<file path="config.mk">
export PLATFORM = sky130hd
export DESIGN_NAME = network_mul_share_arbiter
export DESIGN_NICKNAME = d
export VERILOG_FILES = /design/src/rtl/network_mul_share_arbiter.sv
export SDC_FILE = /design/constraint.sdc
export NUM_CORES = 1
export LEC_CHECK = 0
export BUFFER_PORTS_ARGS = -buffer_cell sky130_fd_sc_hd__buf_2
export CAP_MARGIN = 40
export CORE_MARGIN = 2
export CORE_UTILIZATION = 30
export DETAILED_ROUTE_END_ITERATION = 10
export PLACE_DENSITY = 0.79
export SETUP_SLACK_MARGIN = 0.5
export SLEW_MARGIN = 5
export SYNTH_ARGS = -nofsm -noshare
export SYNTH_HDL_FRONTEND = slang
export SYNTH_SLANG_ARGS = --single-unit
</file>
<file path="constraint.sdc">
create_clock -name clk -period 2.15 [get_ports clk]
set_clock_uncertainty 0.1 [all_clocks]
set_input_delay 0.3225 -clock clk [delete_from_list [all_inputs] [get_ports clk]]
set_output_delay 0.3225 -clock clk [all_outputs]
set_load 0.01 [all_outputs]
</file>
<file path="src/rtl/network_mul_share_arbiter.sv">
// Round-robin arbiter sharing one external pipelined signed multiplier between
// NUM_REQ requesters. Each issue is tagged with its requester id; the tag pipe
// mirrors the multiplier register stages so products return in issue order.
// Backpressure on the response port freezes the multiplier and the tag pipe.
module network_mul_share_arbiter #(
   parameter int unsigned NUM_REQ  = 4,
   parameter int unsigned ID_WIDTH = 2,
   parameter int unsigned A_WIDTH  = 16,
   parameter int unsigned B_WIDTH  = 10,
   parameter int unsigned P_WIDTH  = 26,
   parameter int unsigned MUL_LAT  = 2
) (
   input  logic                       clk,
   input  logic                       reset_n,
   input  logic [NUM_REQ-1:0]         req_valid,
   output logic [NUM_REQ-1:0]         req_ready,
   input  logic [NUM_REQ*A_WIDTH-1:0] req_a,
   input  logic [NUM_REQ*B_WIDTH-1:0] req_b,
   output logic                       rsp_valid,
   input  logic                       rsp_ready,
   output logic [ID_WIDTH-1:0]        rsp_id,
   output logic [P_WIDTH-1:0]         rsp_p,
   output logic                       mul_ce,
   output logic [A_WIDTH-1:0]         mul_din0,
   output logic [B_WIDTH-1:0]         mul_din1,
   input  logic [P_WIDTH-1:0]         mul_dout,
   output logic                       busy
);

   // Tag pipe: one {vld, id} entry per multiplier register stage.
   logic [MUL_LAT-1:0]  r_vld;
   logic [ID_WIDTH-1:0] r_id [MUL_LAT];
   logic [ID_WIDTH-1:0] r_rr_ptr;

   logic                w_hi_found;
   logic [ID_WIDTH-1:0] w_hi_id;
   logic [ID_WIDTH-1:0] w_lo_id;
   logic [ID_WIDTH-1:0] w_grant_id;
   logic                w_issue;

   // Response side and global stall: a held head freezes the whole pipe.
   always_comb begin
      rsp_valid = r_vld[MUL_LAT-1];
      rsp_id    = r_id[MUL_LAT-1];
      rsp_p     = mul_dout;
      mul_ce    = ~(rsp_valid & ~rsp_ready);
      busy      = |r_vld;
   end

   // Round-robin search: lowest valid id above r_rr_ptr wins, otherwise the
   // lowest valid id at or below it (wrap-around). Descending loop keeps the lowest.
   always_comb begin
      w_hi_found = 1'b0;
      w_hi_id    = '0;
      w_lo_id    = '0;
      for (int i = int'(NUM_REQ) - 1; i >= 0; i--) begin
         if (req_valid[i]) begin
            if (ID_WIDTH'(i) > r_rr_ptr) begin
               w_hi_found = 1'b1;
               w_hi_id    = ID_WIDTH'(i);
            end else begin
               w_lo_id = ID_WIDTH'(i);
            end
         end
      end
      w_grant_id = w_hi_found ? w_hi_id : w_lo_id;
      w_issue    = (|req_valid) & mul_ce;
   end

   // Grant decode and operand mux; operands are zero when nothing issues.
   always_comb begin
      req_ready = '0;
      mul_din0  = '0;
      mul_din1  = '0;
      for (int i = 0; i < int'(NUM_REQ); i++) begin
         if (w_issue && (w_grant_id == ID_WIDTH'(i))) begin
            req_ready[i] = 1'b1;
            mul_din0     = req_a[i*A_WIDTH +: A_WIDTH];
            mul_din1     = req_b[i*B_WIDTH +: B_WIDTH];
         end
      end
   end

   // Tag pipe and round-robin pointer advance in lockstep with mul_ce.
   always_ff @(posedge clk or negedge reset_n) begin
      if (!reset_n) begin
         r_vld    <= '0;
         r_rr_ptr <= ID_WIDTH'(NUM_REQ - 1);
         for (int s = 0; s < int'(MUL_LAT); s++) begin
            r_id[s] <= '0;
         end
      end else if (mul_ce) begin
         r_vld[0] <= w_issue;
         r_id[0]  <= w_grant_id;
         for (int s = 1; s < int'(MUL_LAT); s++) begin
            r_vld[s] <= r_vld[s-1];
            r_id[s]  <= r_id[s-1];
         end
         if (w_issue) begin
            r_rr_ptr <= w_grant_id;
         end
      end
   end

endmodule
</file>
## Word level (Yosys, flattened, before mapping)

Cells that the tools add are included.

- Order comparisons: 4
- Eq/ne operators: 3
- Muxes and demuxes: 37
- Reduce and logical (&&, ||, !) cells: 8
- Bitwise logic cells: 4

Operators with widths:

| kind | number |
|---|---|
| $mux 16 | 4 |
| $mux 10 | 4 |
| $mux 2 | 17 |
| $mux 1 | 12 |
| $eq 2x2->1 const B | 2 |
| $gt 1x2->1 const A | 2 |
| $gt 2x2->1 const A | 2 |
| $logic_and 1x1->1 | 4 |
| $reduce_or 4->1 | 1 |
| $and 1x1->1 | 2 |
| $eq 2x1->1 const B | 1 |
| $logic_not 2->1 | 1 |
| $not 1->1 | 2 |
| $reduce_and 2->1 | 1 |
| $reduce_or 2->1 | 1 |

- Word-level logic and storage cells: 60
- Register bits after elaboration: 8
- Output and inout port bits: 61
- Input port bits: 137

## Depth between registers and ports, before layout

Gate-level depths: netlist of run 1.

- Word-level depth: 16
- Mapped depth: 7
- Depth with buffers taken out: 5

## Worst setup path before layout of run 1

Ideal clock, no wire load.

- Path type: register to output
- Start: register r_rr_ptr[0]
- End: output port mul_din0[0]
- Path slack: -0.125 ns
- Arrival time: 1.852 ns
- Buffers on the path: 2
- Stages on the path, launching flop included: 7
- Data required time: 1.727 ns
- Cells stage by stage: dfstp_2 > nand2b_1 > o21ai_1 > a221oi_1 > buf_2 > clkbuf_1 > a31oi_1

- Cells in the longest elaborated chain, start to end: 16
- Elaborated cells on any way between the ends: 41
- Classes of those cells: order compare (4); eq/ne (3); mux (29); reduce/logical (5)

Ends and longest elaborated chain:

| what | line | text |
|---|---|---|
| start, declared | 33 | `logic [ID_WIDTH-1:0] r_rr_ptr;` |
| start signal, assigned | 88 | `r_rr_ptr <= ID_WIDTH'(NUM_REQ - 1);` |
| start signal, assigned | 100 | `r_rr_ptr <= w_grant_id;` |
| $gt 2x2->1 | 58 | `if (ID_WIDTH'(i) > r_rr_ptr) begin` |
| $mux 2 or $mux 1 (tied branches) | 58 |  |
| $mux 2 or $mux 1 (tied branches) | 57 | `if (req_valid[i]) begin` |
| $mux 2 or $mux 1 (tied branches) | 58 |  |
| $mux 2 or $mux 1 (tied branches) | 57 |  |
| $mux 2 or $mux 1 (tied branches) | 58 |  |
| $mux 2 or $mux 1 (tied branches) | 57 |  |
| $mux 2 or $mux 1 (tied branches) | 58 |  |
| $mux 2 or $mux 1 (tied branches) | 57 |  |
| $mux 2 (*) | 66 | `w_grant_id = w_hi_found ? w_hi_id : w_lo_id;` |
| $logic_not 2->1 | 76 | `if (w_issue && (w_grant_id == ID_WIDTH'(i))) begin` |
| $logic_and 1x1->1 | 76 |  |
| $mux 16 (3 in series) | 76 |  |
| $mux 16 (*) | 76 |  |
| end, declared | 24 | `output logic [A_WIDTH-1:0] mul_din0,` |

Every way passes the cells marked *; elsewhere a longest branch is shown, timed or not.

## Worst setup path after layout of run 1

- Start: register r_rr_ptr[1]
- End: output port mul_din0[10]

Same word-level chain as after synthesis.

==> impl_results.md, run 1 <==
* Crit path max-delay family: compound AO/OA/AOI/OAI gates
* Buf/Inv on CP at 2
* Slew HR at 78.6%
* Cell area after placement at ~2400 um2
* Final RePlAce weighted congestion at 0.763
* ANT nets after route at 0
* HPWL after DPL at roughly 4600 um
* H-Tree Depth at 1
* Inserted Diodes at 0
* Met3 WL at 478 um
* WP data required at ~1.7 ns
* Global-route wire length before repair at 10,200 um
* Tcrit/Tclk final at 112%
* Max-Cap Viols at 0
* Peak supply drop at approximately 0.00029 V
* Crit-path max FO at 16
* Flops & latches, synth at 8
* Total core area at roughly 5100 um2
* Area growth from synthesis to layout at 81.0%
* CP arrival at just under 2 ns
* Delay of the slowest cell on the worst path at around 0.6 ns
* Tot GR Track Use at a little over a fifth
* Remaining Overflow, GRT at 0
* Final nets at ~480
* Worst slew pin tran at 0.321 ns
* Io pins at between 150 and 200
* Clock insertion delay at the later pin of the skew report at approximately 0.22 ns
* Top sig layer: met4
* Library cells used by synthesis at 30
* Final wirelength at slightly above 7000 um
* Root Driver: clkbuf_8
* # rows at 26
* Final setup fails at 30
* Worst path depth at 7
* Worst min path class: reg2reg
* First-iteration detailed-routing DRC count at between 90 and 100
* Initial antenna violation count at 0
* Failing checks: negative setup slack
* WL/cell at 17.1 um
* Post-route cell area at 2840 um2
* Routed metal-1 wirelength at 2960 um
* PnR worst setup slack at -0.259 ns
* Crit end category: output pin
* Setup TNS at -6.79 ns
* Num CTS Buffers at 3
* Die ar. at 5820 um2
* Mapped cell area at approximately 1600 um2
* Synth Flop Type: dfrtp_1
* Synth warn at 0
* Initial Util at around 31%
* Hold slack at 0.376 ns
* Worst Setup Path Type: reg2out
* Cell Pwr Density at 816 nW/um2
* Worst hold stages at 2
* Clk slew on worst S/H paths at 0.04 ns
* Vias at between 2,000 and 2,500
* Cell chain of the critical path: nor3b_4 -> a311o_2 -> nor2_8 -> buf_12 -> a221oi_2 -> a31oi_1 -> buf_2
* DR DRC count at 0
* Share of cells above drive strength 1 at 68.8%
* Min Tclk post-route at 2.41 ns
* Vias per cell at 5.39
* Final hold vios at 0
* Largest net degree at the start of global routing at 28
* Die width at 76.3 um
* Cells after Synth at ~200
* Asr flop ratio synth at between 90% and 100%
* Post-synth EDFFs at 0
* Post-synthesis sequential area ratio at between 10 and 15%
* Mapped Avg Cell Area at ~7.7 um2
* Port bufs at 145
* CTS sink count at 8
* Slowest CP cell: dfstp_2
* Status: finished, violations left
* CP startpoint kind: flop
* Leak at 1.37 nW
* Achievable Freq at slightly above 400 MHz
* Max-slew violation count at 0
* Worst r2r path cells at 8
* CTS tree: yes
* Syn Nets at 340
* Die Span Y at between 70 and 80 um
* FF/Latch Area at between 200 and 250 um2
* Max Buffers Root-to-Sink at 2
* Vias in the first global route at roughly 2,100
* FILL cells at around 460
* Met2 wire len at around 3600 um
* Area taken by multi-input logic gates at around 1200 um2
* RSZ-0062 raised after global routing: yes
* Router iterations before antenna repair at 4
## cell type report
| cell class | instances | area share, % |
|---|---|---|
| clock buffers | 4 | 1.59 |
| inverters | 4 | 0.794 |
| multi-input cells | 141 | 40.8 |
| flip-flops and latches | 8 | 7.15 |
| well taps | 70 | 3.09 |
| repair buffers | 186 | 46.6 |
## cell usage after synthesis, types with 2 or more instances
master    number  area, um2
a221oi_1       9       78.8
a221oi_2      18        270
a31oi_1       26        163
and2_1         2       12.5
buf_2          9       45.0
buf_4         29        218
buf_6          3       33.8
clkbuf_1       9       33.8
dfrtp_1        6        150
dfstp_2        2       52.6
inv_1          4       15.0
nand2_1       11       41.3
nand2b_1       2       12.5
nand3_1       52        260
nor2_1         5       18.8
nor2b_1        2       12.5
## tightest hold or removal path, cell delays in order (launching register included)
cell     delay, ns
dfrtp_1       0.34
nand2_1       0.05
nand2_1       0.05
## kinds of logic (layout without fill, tap and decap cells)
group | count (synthesis) | count (layout) | share of synthesized area (%)
simple gates | 80 | 80 | 27.7
compound gates | 61 | 61 | 37.3
buf+inv | 54 | 194 | 22.0
flops | 8 | 8 | 12.9
## metal layers
layer | vias up | GRT usage [%]
li1 | 1043 | -
met1 | 1045 | 24.5
met2 | 131 | 41.2
met3 | 8 | 2.37
met4 | 0 | 3.82
met5 | - | 0
## metrics by stage
| stage | cells | utilization, % | total power, mW | setup WS (ns) |
|---|---|---|---|---|
| final | 413 | 55.9 | 2.31 | -0.259 |
| after global routing | 413 | 55.9 | 2.47 | -0.362 |
| after detailed placement | 391 | 46.5 | 1.70 | -0.172 |
| after global placement | 391 | 46.5 | 1.66 | -0.120 |
| after CTS | 404 | 51.6 | 2.09 | -0.273 |
| after floorplan | 203 | - | 1.20 | 0.000782 |
## placed cells by master (no fill, tap or decap), drive strengths merged
| cell type | count |
|---|---|
| nor4 | 1 |
| nand2b | 2 |
| nand3 | 52 |
| nor3 | 1 |
| nand2 | 11 |
| o31ai | 1 |
| a221oi | 27 |
| o21ai | 2 |
| buf | 182 |
| a311oi | 1 |
| a21oi | 1 |
| dfrtp | 6 |
| o22ai | 1 |
| a21o | 1 |
| nor2 | 6 |
| or2 | 2 |
| clkbuf | 7 |
| nor3b | 1 |
| and2 | 2 |
| inv | 4 |
| a311o | 1 |
| nor2b | 2 |
| a31oi | 26 |
| dfstp | 2 |
| dlygate4sd3 | 1 |
## final timing paths
path | startpoint | to | slack, ns
setup / recovery | r_rr_ptr[1]$_DFFE_PN1P_ | mul_din0[10] | -0.26
hold / removal | rsp_id[0]$_DFFE_PN0N_ | rsp_id[0]$_DFFE_PN0N_ | 0.38
setup reg to reg | r_rr_ptr[0]$_DFFE_PN1P_ | r_id[2]$_DFFE_PN0N_ | 0.24
hold reg to reg | rsp_id[0]$_DFFE_PN0N_ | rsp_id[0]$_DFFE_PN0N_ | 0.38
max in group asynchronous | reset_n | r_rr_ptr[0]$_DFFE_PN1P_ | 1.32
min in group asynchronous | reset_n | r_id[3]$_DFFE_PN0N_ | 0.39
## power by group
group	leakage [nW]	internal, mW	switching, mW	total, mW
sequential	0.0909	0.197	0.0344	0.231
clock	0.0228	0.128	0.0550	0.183
combinational	1.25	0.964	0.935	1.90
## what timing repair did
item | CTS | global route
cloned | 3 | 4
endpoints found under the hold margin | 6 | 0
resized for setup | 22 | 20
setup endpoints to repair | 35 | 35
buffers inserted | 5 | 5
pin swaps | 1 | 3
hold buffers | 1 | 0
## registers in the layout, indices dropped and copies added, names as in the netlist
register  count
rsp_id        2
r_id          2
r_rr_ptr      2
r_vld         2
(Power assumes the default switching activity.)
==> inputs of run 2 (changes only) <==
Settings changed: CORE_AREA set to 2 2 76 78, CORE_MARGIN 2 to not set, CORE_UTILIZATION 30 to not set, DIE_AREA set to 0 0 78 80, PLACE_DENSITY 0.79 to 0.77, SKIP_CTS_REPAIR_TIMING set to 1.
==> run 2 against run 1 <==
The flow still finishes with violations (negative setup slack). Count of clock-buffer cells in the layout unchanged. Via count decreased by 3.1%. Combinational power decreased by 14%. Critical path depth unchanged. Design area decreased by 9.0%. Fmax decreased by 2.2%. Setup slack got worse by 0.054 ns.
==> impl_results.md, run 2 (synthesized netlist as in run 1, its figures left out) <==
* ANT nets after route at 0
* Final wirelength at between 6000 and 7000 um
* P_sw at approximately 950 uW
* WL/cell at 16.2 um
* Final nets at 470
* CP arrival at between 2 and 2.5 ns
* Remaining Overflow, GRT at 0
* Total power at ~2 mW
* # rows at 27
* Global-route wire length before repair at 9110 um
* Largest net degree at the start of global routing at 35
* Switching share of power at 46.0%
* Clk slew on worst S/H paths at about 0.04 ns
* Min Tclk post-route at roughly 2.5 ns
* Initial Util at between 20% and 30%
* Initial antenna violation count at 0
* Io pins at 198
* CTS sink count at 8
* Die Span Y at about 80 um
* Root Driver: clkbuf_8
* Hold slack at between 0.3 and 0.4 ns
* Worst Setup Path Type: reg2out
* Vias in the first global route at 1,925
* Clock insertion delay at the later pin of the skew report at approximately 0.23 ns
* Vias per cell at 5.34
* Most frequent cells in the layout: buf_2, nand3_1, a31oi_1
* Die width at a little under 80 um
* Final hold vios at 0
* Inserted Diodes at 0
* First-iteration detailed-routing DRC count at 78
* H-Tree Depth at 1
* Int Power at 1.11 mW
* Share of cells above drive strength 1 at roughly two thirds
* HPWL after DPL at about 4700 um
* Peak supply drop at between 0.0003 and 0.0004 V
* Combinational power share at between 70% and 80%
* WP data required at between 1.5 and 2 ns
* Placed cells at 390
* Port bufs at ~150
* Crit-path max FO at 17
* Leak at between 1 and 1.5 nW
* Final non-filler cell total at roughly 400
* CTS tree: yes
* CP startpoint kind: flop
* Cell area after placement at between 2000 and 2500 um2
* Cell Pwr Density at around 800 nW/um2
* Num CTS Buffers at 3
* RSZ-0062 raised after global routing: yes
* Die ar. at around 6200 um2
* Post-route cell area at between 2000 and 3000 um2
* Final setup fails at 30
* Router iterations before antenna repair at 4
* Max Buffers Root-to-Sink at 2
* Clock share of power at under 10%
* Area growth from synthesis to layout at 64.6%
* Most common cell after layout, fill and taps aside: buf_2
* Failing checks: negative setup slack
* PnR worst setup slack at -0.313 ns
* Tot GR Track Use at about 18%
* Setup TNS at -7.17 ns
* Worst slew pin tran at around 0.43 ns
* DR DRC count at 0
* Total core area at between 5000 and 6000 um2
* Max-slew violation count at 0
* Max-Cap Viols at 0
* Achievable Freq at 406 MHz
* Vias at 2,157
* Worst min path class: reg2reg
* Slew HR at between 70% and 80%
* Status: finished, violations left
* Flop pwr share at about 11%
* Final RePlAce weighted congestion at between 0.7 and 0.8
* Final Util at a little under half
* Crit end category: output pin
* Tcrit/Tclk final at 115%
* Pre-CTS setup slack at -0.186 ns
## run 2: critical path, stage by stage (launching register included)
cell      delay (ns)
dfstp_2         0.59
nor3b_4         0.08
a311o_2         0.39
nor2_8          0.16
buf_12          0.18
a221oi_2        0.07
a31oi_1         0.18
buf_2           0.16
## run 2: power groups by stage
stage	combinational, mW	clock, mW	sequential, mW
6_report	1.64	0.190	0.229
5_1_grt	1.78	0.208	0.238
4_1_cts	1.47	0.194	0.229
3_5_place_dp	1.47	0	0.230
3_3_place_gp	1.44	0	0.229
2_1_floorplan	0.974	0	0.229
## run 2: final cells by class
class | instances | area, um2
timing repair buffer | 175 | 1110
fill | 547 | 2830
tap | 72 | 90.1
sequential | 8 | 203
clock buffer | 4 | 45.0
inverter | 4 | 15.0
multi-input combinational | 141 | 1110
## run 2: routing by layer
| layer | vias to the layer above | global-route usage (%) | share of wire, % |
|---|---|---|---|
| li1 | 1020 | - | - |
| met1 | 996 | 20.5 | 38 |
| met2 | 125 | 33.4 | 52 |
| met3 | 16 | 3.17 | 8.3 |
| met4 | 0 | 5.09 | 1.7 |
| met5 | - | 0 | 0 |
## run 2: worst paths after layout
path | from | end | slack, ns | cells after the start
setup / recovery | r_rr_ptr[1]$_DFFE_PN1P_ | mul_din0[10] | -0.31 | 7
hold / removal | rsp_id[0]$_DFFE_PN0N_ | rsp_id[0]$_DFFE_PN0N_ | 0.36 | 2
setup reg to reg | r_rr_ptr[0]$_DFFE_PN1P_ | r_id[2]$_DFFE_PN0N_ | 0.41 | 6
hold reg to reg | rsp_id[0]$_DFFE_PN0N_ | rsp_id[0]$_DFFE_PN0N_ | 0.36 | 2
max in group asynchronous | reset_n | r_rr_ptr[0]$_DFFE_PN1P_ | 1.34 | 2
min in group asynchronous | reset_n | rsp_id[1]$_DFFE_PN0N_ | 0.37 | 2
==> inputs of run 3 (changes only) <==
Settings changed: CELL_PAD_IN_SITES_DETAIL_PLACEMENT set to 1, CELL_PAD_IN_SITES_GLOBAL_PLACEMENT set to 1, CORE_AREA 2 2 76 78 to not set, CORE_UTILIZATION set to 18, DIE_AREA 0 0 78 80 to not set, PLACE_DENSITY 0.77 to not set, PLACE_DENSITY_LB_ADDON set to 0.1.
==> run 3 against run 2 <==
The run still ends with negative setup slack left. Via count up 0.51%. Clock power is essentially flat. Core utilization is 14 points lower. Cell count is 11% higher. Critical endpoint is now mul_din1[1]. Highest routed layer unchanged.
==> impl_results.md, run 3 (synthesized netlist as in run 1, its figures left out) <==
* Status: finished, violations left
* Failing checks: negative setup slack
* RSZ-0062 raised after global routing: yes
* Crit end category: output pin
* R2r setup slk at between 0.2 and 0.25 ns
* Final nets at approximately 480
* Die ar. at ~9100 um2
* Tcrit/Tclk final at 115%
* Min-Delay Startpoint: rsp_id[0]$_DFFE_PN0N_
* Worst hold stages at 2
* Routed metal-1 wirelength at between 3000 and 4000 um
* Remaining Overflow, GRT at 0
* CTS tree: yes
* Port bufs at between 100 and 150
* # rows at 33
* Clk slew on worst S/H paths at ~0.04 ns
* CP startpoint kind: flop
* Leak at approximately 1.3 nW
* Worst r2r src: r_rr_ptr[1]$_DFFE_PN1P_
* Top sig layer: met4
* ANT nets after route at 0
* DR DRC count at 0
* Peak supply drop at roughly 0.00028 V
* Initial antenna violation count at 0
* WP data required at ~1.7 ns
* Achievable Freq at about 410 MHz
* CTS sink count at 8
* Final hold vios at 0
* Min Tclk post-route at around 2.5 ns
* Most frequent cells in the layout: buf_2, nand3_1, a31oi_1
* Final setup fails at 30
* Slew HR at between 70% and 80%
* Vias per cell at just under 5
* Pre-CTS setup slack at -0.188 ns
* Max-slew violation count at 0
* Met2 wire len at 4040 um
* Inserted Diodes at 0
* Tot GR Track Use at approximately 15%
* Post-route cell area at 2820 um2
* Die Span Y at roughly 95 um
* Global-route wire length before repair at roughly 11,000 um
* Max-Cap Viols at 0
* HPWL after DPL at approximately 5500 um
* Final RePlAce weighted congestion at 0.704
* H-Tree Depth at 1
* Area growth from synthesis to layout at 80.0%
* Met3 WL at ~500 um
* First-iteration detailed-routing DRC count at 48
* Cell Pwr Density at 800 nW/um2
* Worst R2R End: r_id[2]$_DFFE_PN0N_
* Clock insertion delay at the later pin of the skew report at approximately 0.23 ns
* WHS Endpoint: rsp_id[0]$_DFFE_PN0N_
* Share of cells above drive strength 1 at about two thirds
* Initial Util at 18.9%
* Hold slack at roughly 0.35 ns
* Worst slew pin tran at 0.359 ns
* Num CTS Buffers at 3
* Root Driver: clkbuf_8
* PnR worst setup slack at -0.316 ns
* Worst min path class: reg2reg
* Cell area after placement at around 2400 um2
* Worst Setup Path Type: reg2out
* Most common cell after layout, fill and taps aside: buf_2
* Router iterations before antenna repair at 4
* WL/cell at 17.5 um
* Total core area at approximately 8300 um2
* Worst r2r path cells at 8
* Crit-path max FO at 14
* Largest net degree at the start of global routing at 32
* Max Buffers Root-to-Sink at 2
* CP arrival at slightly above 2 ns
* Vias in the first global route at 2,124
* Final wirelength at just under 8000 um
* Vias at 2,168
* Io pins at approximately 200
* Die width at ~95 um
* Total power at 2.25 mW
* Final Util at approximately a third
-- run 3: cell type report --
class	count	area, um2
multi-input combinational	141	1150
tap	105	131
fill	1036	5480
inverter	4	18.8
timing repair buffer	186	1270
clock buffer	4	45.0
sequential	8	203
-- run 3: through the flow --
stage | setup TNS [ns] | cells
2_1_floorplan | 0 | 203
3_5_place_dp | -4.04 | 429
5_1_grt | -10.89 | 448
4_1_cts | -10.41 | 433
3_3_place_gp | -3.49 | 429
6_report | -8.05 | 448
-- run 3: worst max path at each step --
stage,start,endpoint,slack (ns),cells after the start
2_1_floorplan,r_rr_ptr[1]$_DFFE_PN1P_,mul_din1[5],0.0008,7
3_3_place_gp,req_valid[0],mul_din1[5],-0.20,8
3_5_place_dp,req_valid[0],mul_din0[5],-0.19,8
4_1_cts,r_rr_ptr[0]$_DFFE_PN1P_,mul_din0[5],-0.42,6
5_1_grt,r_rr_ptr[0]$_DFFE_PN1P_,mul_din1[3],-0.42,8
6_report,r_rr_ptr[1]$_DFFE_PN1P_,mul_din1[1],-0.32,7
-- run 3: routing by layer --
| metal | up-vias | track usage (%) |
|---|---|---|
| li1 | 1040 | - |
| met1 | 1023 | 18.3 |
| met2 | 91 | 28.1 |
| met3 | 14 | 1.99 |
| met4 | 0 | 3.66 |
| met5 | - | 0 |
-- run 3: critical path: stages (launching register included) --
cell	delay (ns)
dfstp_2	0.59
nor3b_4	0.08
a311oi_4	0.38
nor3_4	0.11
buf_12	0.17
a221oi_1	0.27
a31oi_1	0.07
buf_2	0.15
-- run 3: power breakdown --
| group | leakage [nW] | internal, mW | switching, mW |
|---|---|---|---|
| registers | 0.0909 | 0.197 | 0.0335 |
| logic | 1.22 | 0.908 | 0.926 |
| clock network | 0.0228 | 0.129 | 0.0615 |
